## src/rtl/mcu_spi_rx.sv

```systemverilog
// SPI mode-0 slave receiving MCU frames: byte 0 selects a target, later bytes
// are forwarded as strobed payload, and a reply byte is shifted back on MISO.
`timescale 1ns/1ps
module mcu_spi_rx #(
    parameter int          SYNC_STAGES = 2,
    parameter logic [7:0]  REPLY_IDLE  = 8'h00
) (
    input  logic       clk,
    input  logic       reset,
    input  logic       spi_sclk,
    input  logic       spi_cs_n,
    input  logic       spi_mosi,
    output logic       spi_miso,
    output logic [7:0] target,
    output logic       data_in_strobe,
    output logic       data_in_start,
    output logic [7:0] data_in,
    input  logic [7:0] reply_in,
    output logic       overrun
);

    logic [SYNC_STAGES-1:0] sclk_sync_r;
    logic [SYNC_STAGES-1:0] cs_sync_r;
    logic [SYNC_STAGES-1:0] mosi_sync_r;
    logic                   sclk_hist_r;
    logic                   cs_hist_r;
    logic                   armed_r;
    logic                   reply_pend_r;
    logic [2:0]             bit_cnt_r;
    logic [1:0]             byte_idx_r;
    logic [6:0]             rx_shift_r;
    logic [7:0]             tx_shift_r;

    logic                   sclk_s;
    logic                   cs_s;
    logic                   mosi_s;
    logic                   rise_s;
    logic                   fall_s;
    logic                   cs_rise_s;
    logic                   idle_s;
    logic                   last_bit_s;
    logic [7:0]             byte_s;

    // Oversampling synchronisers for the three asynchronous SPI pins.
    always_ff @(posedge clk or posedge reset) begin
        if (reset) begin
            sclk_sync_r <= '0;
            cs_sync_r   <= '0;
            mosi_sync_r <= '0;
        end else begin
            sclk_sync_r <= {sclk_sync_r[SYNC_STAGES-2:0], spi_sclk};
            cs_sync_r   <= {cs_sync_r[SYNC_STAGES-2:0], spi_cs_n};
            mosi_sync_r <= {mosi_sync_r[SYNC_STAGES-2:0], spi_mosi};
        end
    end

    assign sclk_s     = sclk_sync_r[SYNC_STAGES-1];
    assign cs_s       = cs_sync_r[SYNC_STAGES-1];
    assign mosi_s     = mosi_sync_r[SYNC_STAGES-1];
    assign rise_s     = sclk_s & ~sclk_hist_r;
    assign fall_s     = ~sclk_s & sclk_hist_r;
    assign cs_rise_s  = cs_s & ~cs_hist_r;
    // After reset the link stays idle until cs_n has been seen high once.
    assign idle_s     = cs_s | ~armed_r;
    assign byte_s     = {rx_shift_r, mosi_s};
    assign last_bit_s = rise_s & ~idle_s & (bit_cnt_r == 3'd7);
    assign spi_miso   = tx_shift_r[7];

    // Frame state machine: bit/byte tracking, byte decode and reply shifting.
    always_ff @(posedge clk or posedge reset) begin
        if (reset) begin
            sclk_hist_r    <= 1'b0;
            cs_hist_r      <= 1'b0;
            armed_r        <= 1'b0;
            reply_pend_r   <= 1'b0;
            bit_cnt_r      <= 3'd0;
            byte_idx_r     <= 2'd0;
            rx_shift_r     <= 7'd0;
            tx_shift_r     <= 8'h00;
            target         <= 8'h00;
            data_in        <= 8'h00;
            data_in_strobe <= 1'b0;
            data_in_start  <= 1'b0;
            overrun        <= 1'b0;
        end else begin
            sclk_hist_r    <= sclk_s;
            cs_hist_r      <= cs_s;
            reply_pend_r   <= data_in_strobe;
            data_in_strobe <= 1'b0;
            data_in_start  <= 1'b0;
            if (cs_s) begin
                armed_r <= 1'b1;
            end
            if (idle_s) begin
                bit_cnt_r  <= 3'd0;
                byte_idx_r <= 2'd0;
                tx_shift_r <= REPLY_IDLE;
                // A frame closed mid-byte loses the partial byte.
                if (cs_rise_s && armed_r && (bit_cnt_r != 3'd0)) begin
                    overrun <= 1'b1;
                end
            end else begin
                if (rise_s) begin
                    rx_shift_r <= byte_s[6:0];
                    bit_cnt_r  <= bit_cnt_r + 3'd1;
                end
                if (last_bit_s) begin
                    overrun <= 1'b0;
                    case (byte_idx_r)
                        2'd0: begin
                            target     <= byte_s;
                            byte_idx_r <= 2'd1;
                            tx_shift_r <= REPLY_IDLE;
                        end
                        2'd1: begin
                            data_in        <= byte_s;
                            data_in_strobe <= 1'b1;
                            data_in_start  <= 1'b1;
                            byte_idx_r     <= 2'd2;
                        end
                        default: begin
                            data_in        <= byte_s;
                            data_in_strobe <= 1'b1;
                            data_in_start  <= 1'b0;
                            byte_idx_r     <= 2'd2;
                        end
                    endcase
                end else if (reply_pend_r) begin
                    tx_shift_r <= reply_in;
                end else if (fall_s && (bit_cnt_r != 3'd0)) begin
                    tx_shift_r <= {tx_shift_r[6:0], 1'b0};
                end
            end
        end
    end

endmodule

```

## config.mk

```make
export PLATFORM = sky130hd
export DESIGN_NAME = mcu_spi_rx
export DESIGN_NICKNAME = d
export VERILOG_FILES = /design/src/rtl/mcu_spi_rx.sv
export SDC_FILE = /design/constraint.sdc
export NUM_CORES = 1
export LEC_CHECK = 0
export BUFFER_PORTS_ARGS = -buffer_cell sky130_fd_sc_hd__buf_4
export CAP_MARGIN = 25
export CORE_UTILIZATION = 49
export CTS_CLUSTER_SIZE = 10
export DETAILED_ROUTE_END_ITERATION = 8
export PLACE_DENSITY = 0.76
export SYNTH_ARGS = -nofsm -noshare
export SYNTH_HDL_FRONTEND = slang
export SYNTH_SLANG_ARGS = --single-unit
```

## constraint.sdc

```tcl
create_clock -name clk -period 1.9 [get_ports clk]
set_clock_uncertainty 0.15 [all_clocks]
set_input_delay 0.285 -clock clk [delete_from_list [all_inputs] [get_ports clk]]
set_output_delay 0.285 -clock clk [all_outputs]
set_load 0.02 [all_outputs]
```

# Word-level counts from Yosys, hierarchy flattened
# Cells that the tools add are included.
# W data, S select, Z words.
dict set report totals {
  reg_bits 49
  latch_bits 0
  ram_bits 0
  mem_bits_ro 0
  input_bits 13
  out_inout_bits 20
  wordCells 65
  n_memories 0
}
dict set report op_classes {
  n_addsub 1
  multipliers 0
  div 0
  n_lt_le_gt_ge 0
  eq_ne 4
  n_shift 0
  n_mux 19
  bitwise_logic 12
  n_reduce_logical 13
}
# cell count
set ops {}
lappend ops {{$mux W8} 5}
lappend ops {{$mux W1} 9}
lappend ops {{$mux W2} 3}
lappend ops {{$mux W3} 2}
lappend ops {{$not A1 Y1} 6}
lappend ops {{$reduce_and A2 Y1} 3}
lappend ops {{$reduce_and A3 Y1} 2}
lappend ops {{$and A1 B1 Y1} 5}
lappend ops {{$reduce_bool A2 Y1} 2}
lappend ops {{$reduce_bool A4 Y1} 1}
lappend ops {{$add A3 B1 Y3 const B} 1}
lappend ops {{$eq A3 B3 Y1 const B} 1}
lappend ops {{$logic_and A1 B1 Y1} 3}
lappend ops {{$ne A3 B2 Y1 const B} 1}
lappend ops {{$reduce_bool A3 Y1} 1}
lappend ops {{$eq A2 B1 Y1 const B} 1}
lappend ops {{$logic_not A2 Y1} 1}
lappend ops {{$ne A2 B1 Y1 const B} 1}
lappend ops {{$or A1 B1 Y1} 1}

# Logic depth before layout (Yosys ltp)
dict set report depth {
  word_depth 7
  depth_mapped 8
  depth_no_buf 6
}

# Worst setup path before layout
# OpenSTA, ideal clock, no wires.
dict set report synth_timing {
  path_kind {flip-flop to flip-flop}
  from {register bit_cnt_r[0]}
  to {register tx_shift_r[0]}
  setup_ps 122
  arrival_time_ps 1697
  required_time_ps 1628
  setup_slack_ps -69
  path_stages_with_launch 9
  cell_sequence {dfrtp_1 ha_1 ha_1 and3b_1 buf_6 nor3b_1 buf_6 a21o_4 a32o_1}
}
dict set report synth_between {
  elab_chain_len 4
  word_cells_on_any_way 9
  classes_between {eq/ne (2); mux (2); bitwise (1); reduce/logical (4)}
}
# element line_no
set synth_rtl {}
lappend synth_rtl {{from (decl)} 29} ;# logic [2:0] bit_cnt_r;
lappend synth_rtl {{from (signal assigned)} 105} ;# bit_cnt_r <= bit_cnt_r + 3'd1;
lappend synth_rtl {{$eq A3 B3 Y1 or $reduce_bool A3 Y1 (tied branches)} {66, 130}}
lappend synth_rtl {{$and A1 B1 Y1 or $logic_and A1 B1 Y1 (tied branches)} {66, 130}}
lappend synth_rtl {{$ne A3 B2 Y1 (no line), or another cell as far along} -}
lappend synth_rtl {{$reduce_and A2 Y1 (no line) or $mux W8 (tied branches)} -}
lappend synth_rtl {{to (signal assigned)} 129} ;# tx_shift_r <= reply_in;
lappend synth_rtl {{to (signal assigned)} 131} ;# tx_shift_r <= {tx_shift_r[6:0], 1'b0};
lappend synth_rtl {{to (decl)} 32} ;# logic [7:0] tx_shift_r;
# Parallel ways exist; a longest one is shown, timed or not.
# A chain may end at the register's enable or synchronous reset.

# Worst setup path after layout
dict set report layout_timing {
  from {register bit_cnt_r[1]}
  to {register tx_shift_r[0]}
}
# The elaborated chain is that of the path after synthesis.

==> results.json <==
{
  "status": "finished, violations left",
  "failed_checks": "negative setup slack",
  "seqPwrFrac": 0.563,
  "cts.path.max_buffers": 2,
  "finalCritPeriodShare": 1.02,
  "chipHeight_um": 64.2,
  "grt_max_degree": 46,
  "finalPower_mw": 2.11,
  "antenna_cells": 0,
  "critical_path_class": "reg -> reg",
  "netlist_instances": 128,
  "dr.pass1.iters": 4,
  "final_cell_mix": "49 x dfrtp_1, 41 x buf_4, 16 x mux2_2, 8 x mux2i_1",
  "yosysSeqAreaShare": 0.647,
  "setup_viol": 3,
  "clockPowerShare": 0.354,
  "p_leak_nw": 1.23,
  "place_congestion": 0.803,
  "grt_overflow": 0,
  "slew-limit-headroom": 0.743,
  "start_util": 0.514,
  "crit_fanout": 8,
  "drc": 0,
  "synth.cell_area_mm2": 0.00189,
  "detail_route.wirelength_mm": 3.52,
  "powerDensity_mw_per_mm2": 842,
  "fin_setup_tns_ns": -0.0517,
  "synth_area_leader_cell": "dfrtp_1",
  "avgSynthCellArea_um2": 14.8,
  "synth.top_cells.by_area": "dfrtp_1 65%, mux2_2 14%, mux2i_1 4.2%",
  "die_x_um": 64.2,
  "dieArea_mm2": 0.00412,
  "drv_slew": 0,
  "htree_levels": 2,
  "fmax_mhz": 514,
  "internal_power_mw": 1.65,
  "holdCritPathClass": "in -> reg",
  "clk_pin_slew_ns": 0.08,
  "final_common_cell": "dfrtp_1",
  "arrival_ns": 1.99,
  "core_mm2": 0.00369,
  "dr_total_vias": 1176,
  "io_pins": 33,
  "grt_usage": 0.196,
  "p_sw_frac": 0.220,
  "critPathRequiredTime_ns": 1.94,
  "pre_cts_slack_ns": -0.0755,
  "clk_latency_ns": 0.30,
  "clockRootBuffer": "clkbuf_8",
  "setup_slack_ns": -0.0440,
  "max-cap-violations": 0,
  "synth_top_cell_area_share": 0.647,
  "num_rows": 22,
  "area_growth_pct": 32.2,
  "hold_ws_ns": 0.0959,
  "syn_nets": 144,
  "port_buffers": 32,
  "hpwlAfterDp_mm": 2.36,
  "finalInstanceArea_mm2": 0.00250,
  "grt_pass1_vias": 1241,
  "yosysUniqueCellTypes": 25,
  "hold_violations": 0,
  "yosys_warnings": 0,
  "ant_nets": 0,
  "startpoint_type": "flip-flop",
  "grt_pass1_wl_mm": 5.86,
  "vdd_drop_max_mv": 0.526,
  "drive_above_1_share": 0.469,
  "p_sw_uw": 464,
  "pwr-share-comb": 0.083,
  "antenna_found_initial": 0,
  "critPathCaptureType": "flip-flop",
  "final_net_count": 194,
  "cts_tree": "done",
  "via_per_inst": 5.18,
  "ys_seq_elements": 49,
  "placed_area_mm2": 0.00225,
  "cts.sinks": 49,
  "wire_per_inst_um": 15.5,
  "rsz0062_at_grt": "true",
  "tightest_slew_ns": 0.384,
  "cts_made_buffers": 5,
  "min_period_ns": 1.94,
  "drt_iter0_drc": 34
}
==> power groups by stage <==
stage | registers (mW) | clock network (mW) | logic (mW)
2_1_floorplan | 1.18 | 0 | 0.101
3_3_place_gp | 1.20 | 0 | 0.154
3_5_place_dp | 1.20 | 0 | 0.164
4_1_cts | 1.18 | 0.763 | 0.174
5_1_grt | 1.20 | 0.794 | 0.194
6_report | 1.19 | 0.747 | 0.176
==> layer usage <==
layer | GRT usage | up-vias | share of wire
li1 | - | 552 | -
met1 | 0.216 | 586 | 0.41
met2 | 0.359 | 32 | 0.53
met3 | 0.0518 | 6 | 0.044
met4 | 0.0722 | 0 | 0.013
met5 | 0 | - | 0
==> registers in the layout, indices dropped and copies added, names as in the netlist <==
register,flops
target,8
data_in_strobe,1
byte_idx_r,2
reply_pend_r,1
cs_hist_r,1
overrun,1
rx_shift_r,7
cs_sync_r,2
data_in,8
sclk_hist_r,1
mosi_sync_r,2
bit_cnt_r,3
sclk_sync_r,2
tx_shift_r,8
data_in_start,1
armed_r,1
==> stage by stage <==
stage	cells	utilization
final	227	0.679
after global routing	227	0.679
after CTS	226	0.662
after detailed placement	213	0.609
after global placement	213	0.609
after floorplan	128	-
==> layout make-up <==
class | instances | area [um^2]
Clock buffer | 7 | 86.3
Clock inverter | 1 | 30.0
Fill cell | 277 | 1180
Inverter | 4 | 15.0
Multi-Input combinational cell | 71 | 708
Sequential cell | 49 | 1230
Tap cell | 48 | 60.1
Timing Repair Buffer | 47 | 379
==> worst max-delay path, stage by stage, from the launching register on <==
cell	delay [ns]
dfrtp_1	0.42
ha_4	0.19
ha_4	0.15
and3b_2	0.21
nor3b_4	0.16
buf_6	0.15
a21o_4	0.21
a32o_1	0.21
==> path summary, 6_finish.rpt <==
path | slack [ns] | depth (start not counted) | endpoint | startpoint
setup / recovery | -0.04 | 7 | tx_shift_r[0]$_DFFE_PP0P_ | bit_cnt_r[1]$_DFFE_PP0P_
hold / removal | 0.1 | 2 | tx_shift_r[0]$_DFFE_PP0P_ | reply_in[0]
setup reg to reg | -0.04 | 7 | tx_shift_r[0]$_DFFE_PP0P_ | bit_cnt_r[1]$_DFFE_PP0P_
hold reg to reg | 0.20 | 0 | sclk_sync_r[1]$_DFF_PP0_ | sclk_sync_r[0]$_DFF_PP0_
max in group asynchronous | 0.90 | 4 | rx_shift_r[0]$_DFFE_PP0P_ | reset
min in group asynchronous | 0.26 | 3 | target[7]$_DFFE_PP0P_ | reset
==> cell usage after synthesis, drive strengths merged <==
cell      n
dfrtp    49
mux2     23
mux2i     8
nor2      7
o2bb2ai   7
buf       4
inv       4
nand2     4
ha        3
nand2b    3
a31oi     2
nand3     2
nor2b     2
nor3b     2
a21o      1
a21oi     1
a32o      1
and3b     1
nor3      1
o21ai     1
or2       1
xnor2     1
==> cell families after synthesis <==
group / Yosys count / share of synthesized area
flops: 49 / 0.647
mux: 31 / 0.179
simple gates: 23 / 0.0674
compound gates: 13 / 0.0575
buf+inv: 8 / 0.0244
fa+ha+maj: 3 / 0.0198
xor+xnor: 1 / 0.00462
==> repair_timing <==
| item | CTS | global route |
|---|---|---|
| gates resized for setup | 7 | 11 |
| hold endpoints to repair | 52 | 0 |
| setup buffers | 1 | 1 |
| setup endpoints to repair | 16 | 24 |
| pin swaps | 2 | 2 |
| hold buffers | 4 | 0 |
Note: power is estimated with default switching activity, not from simulation.
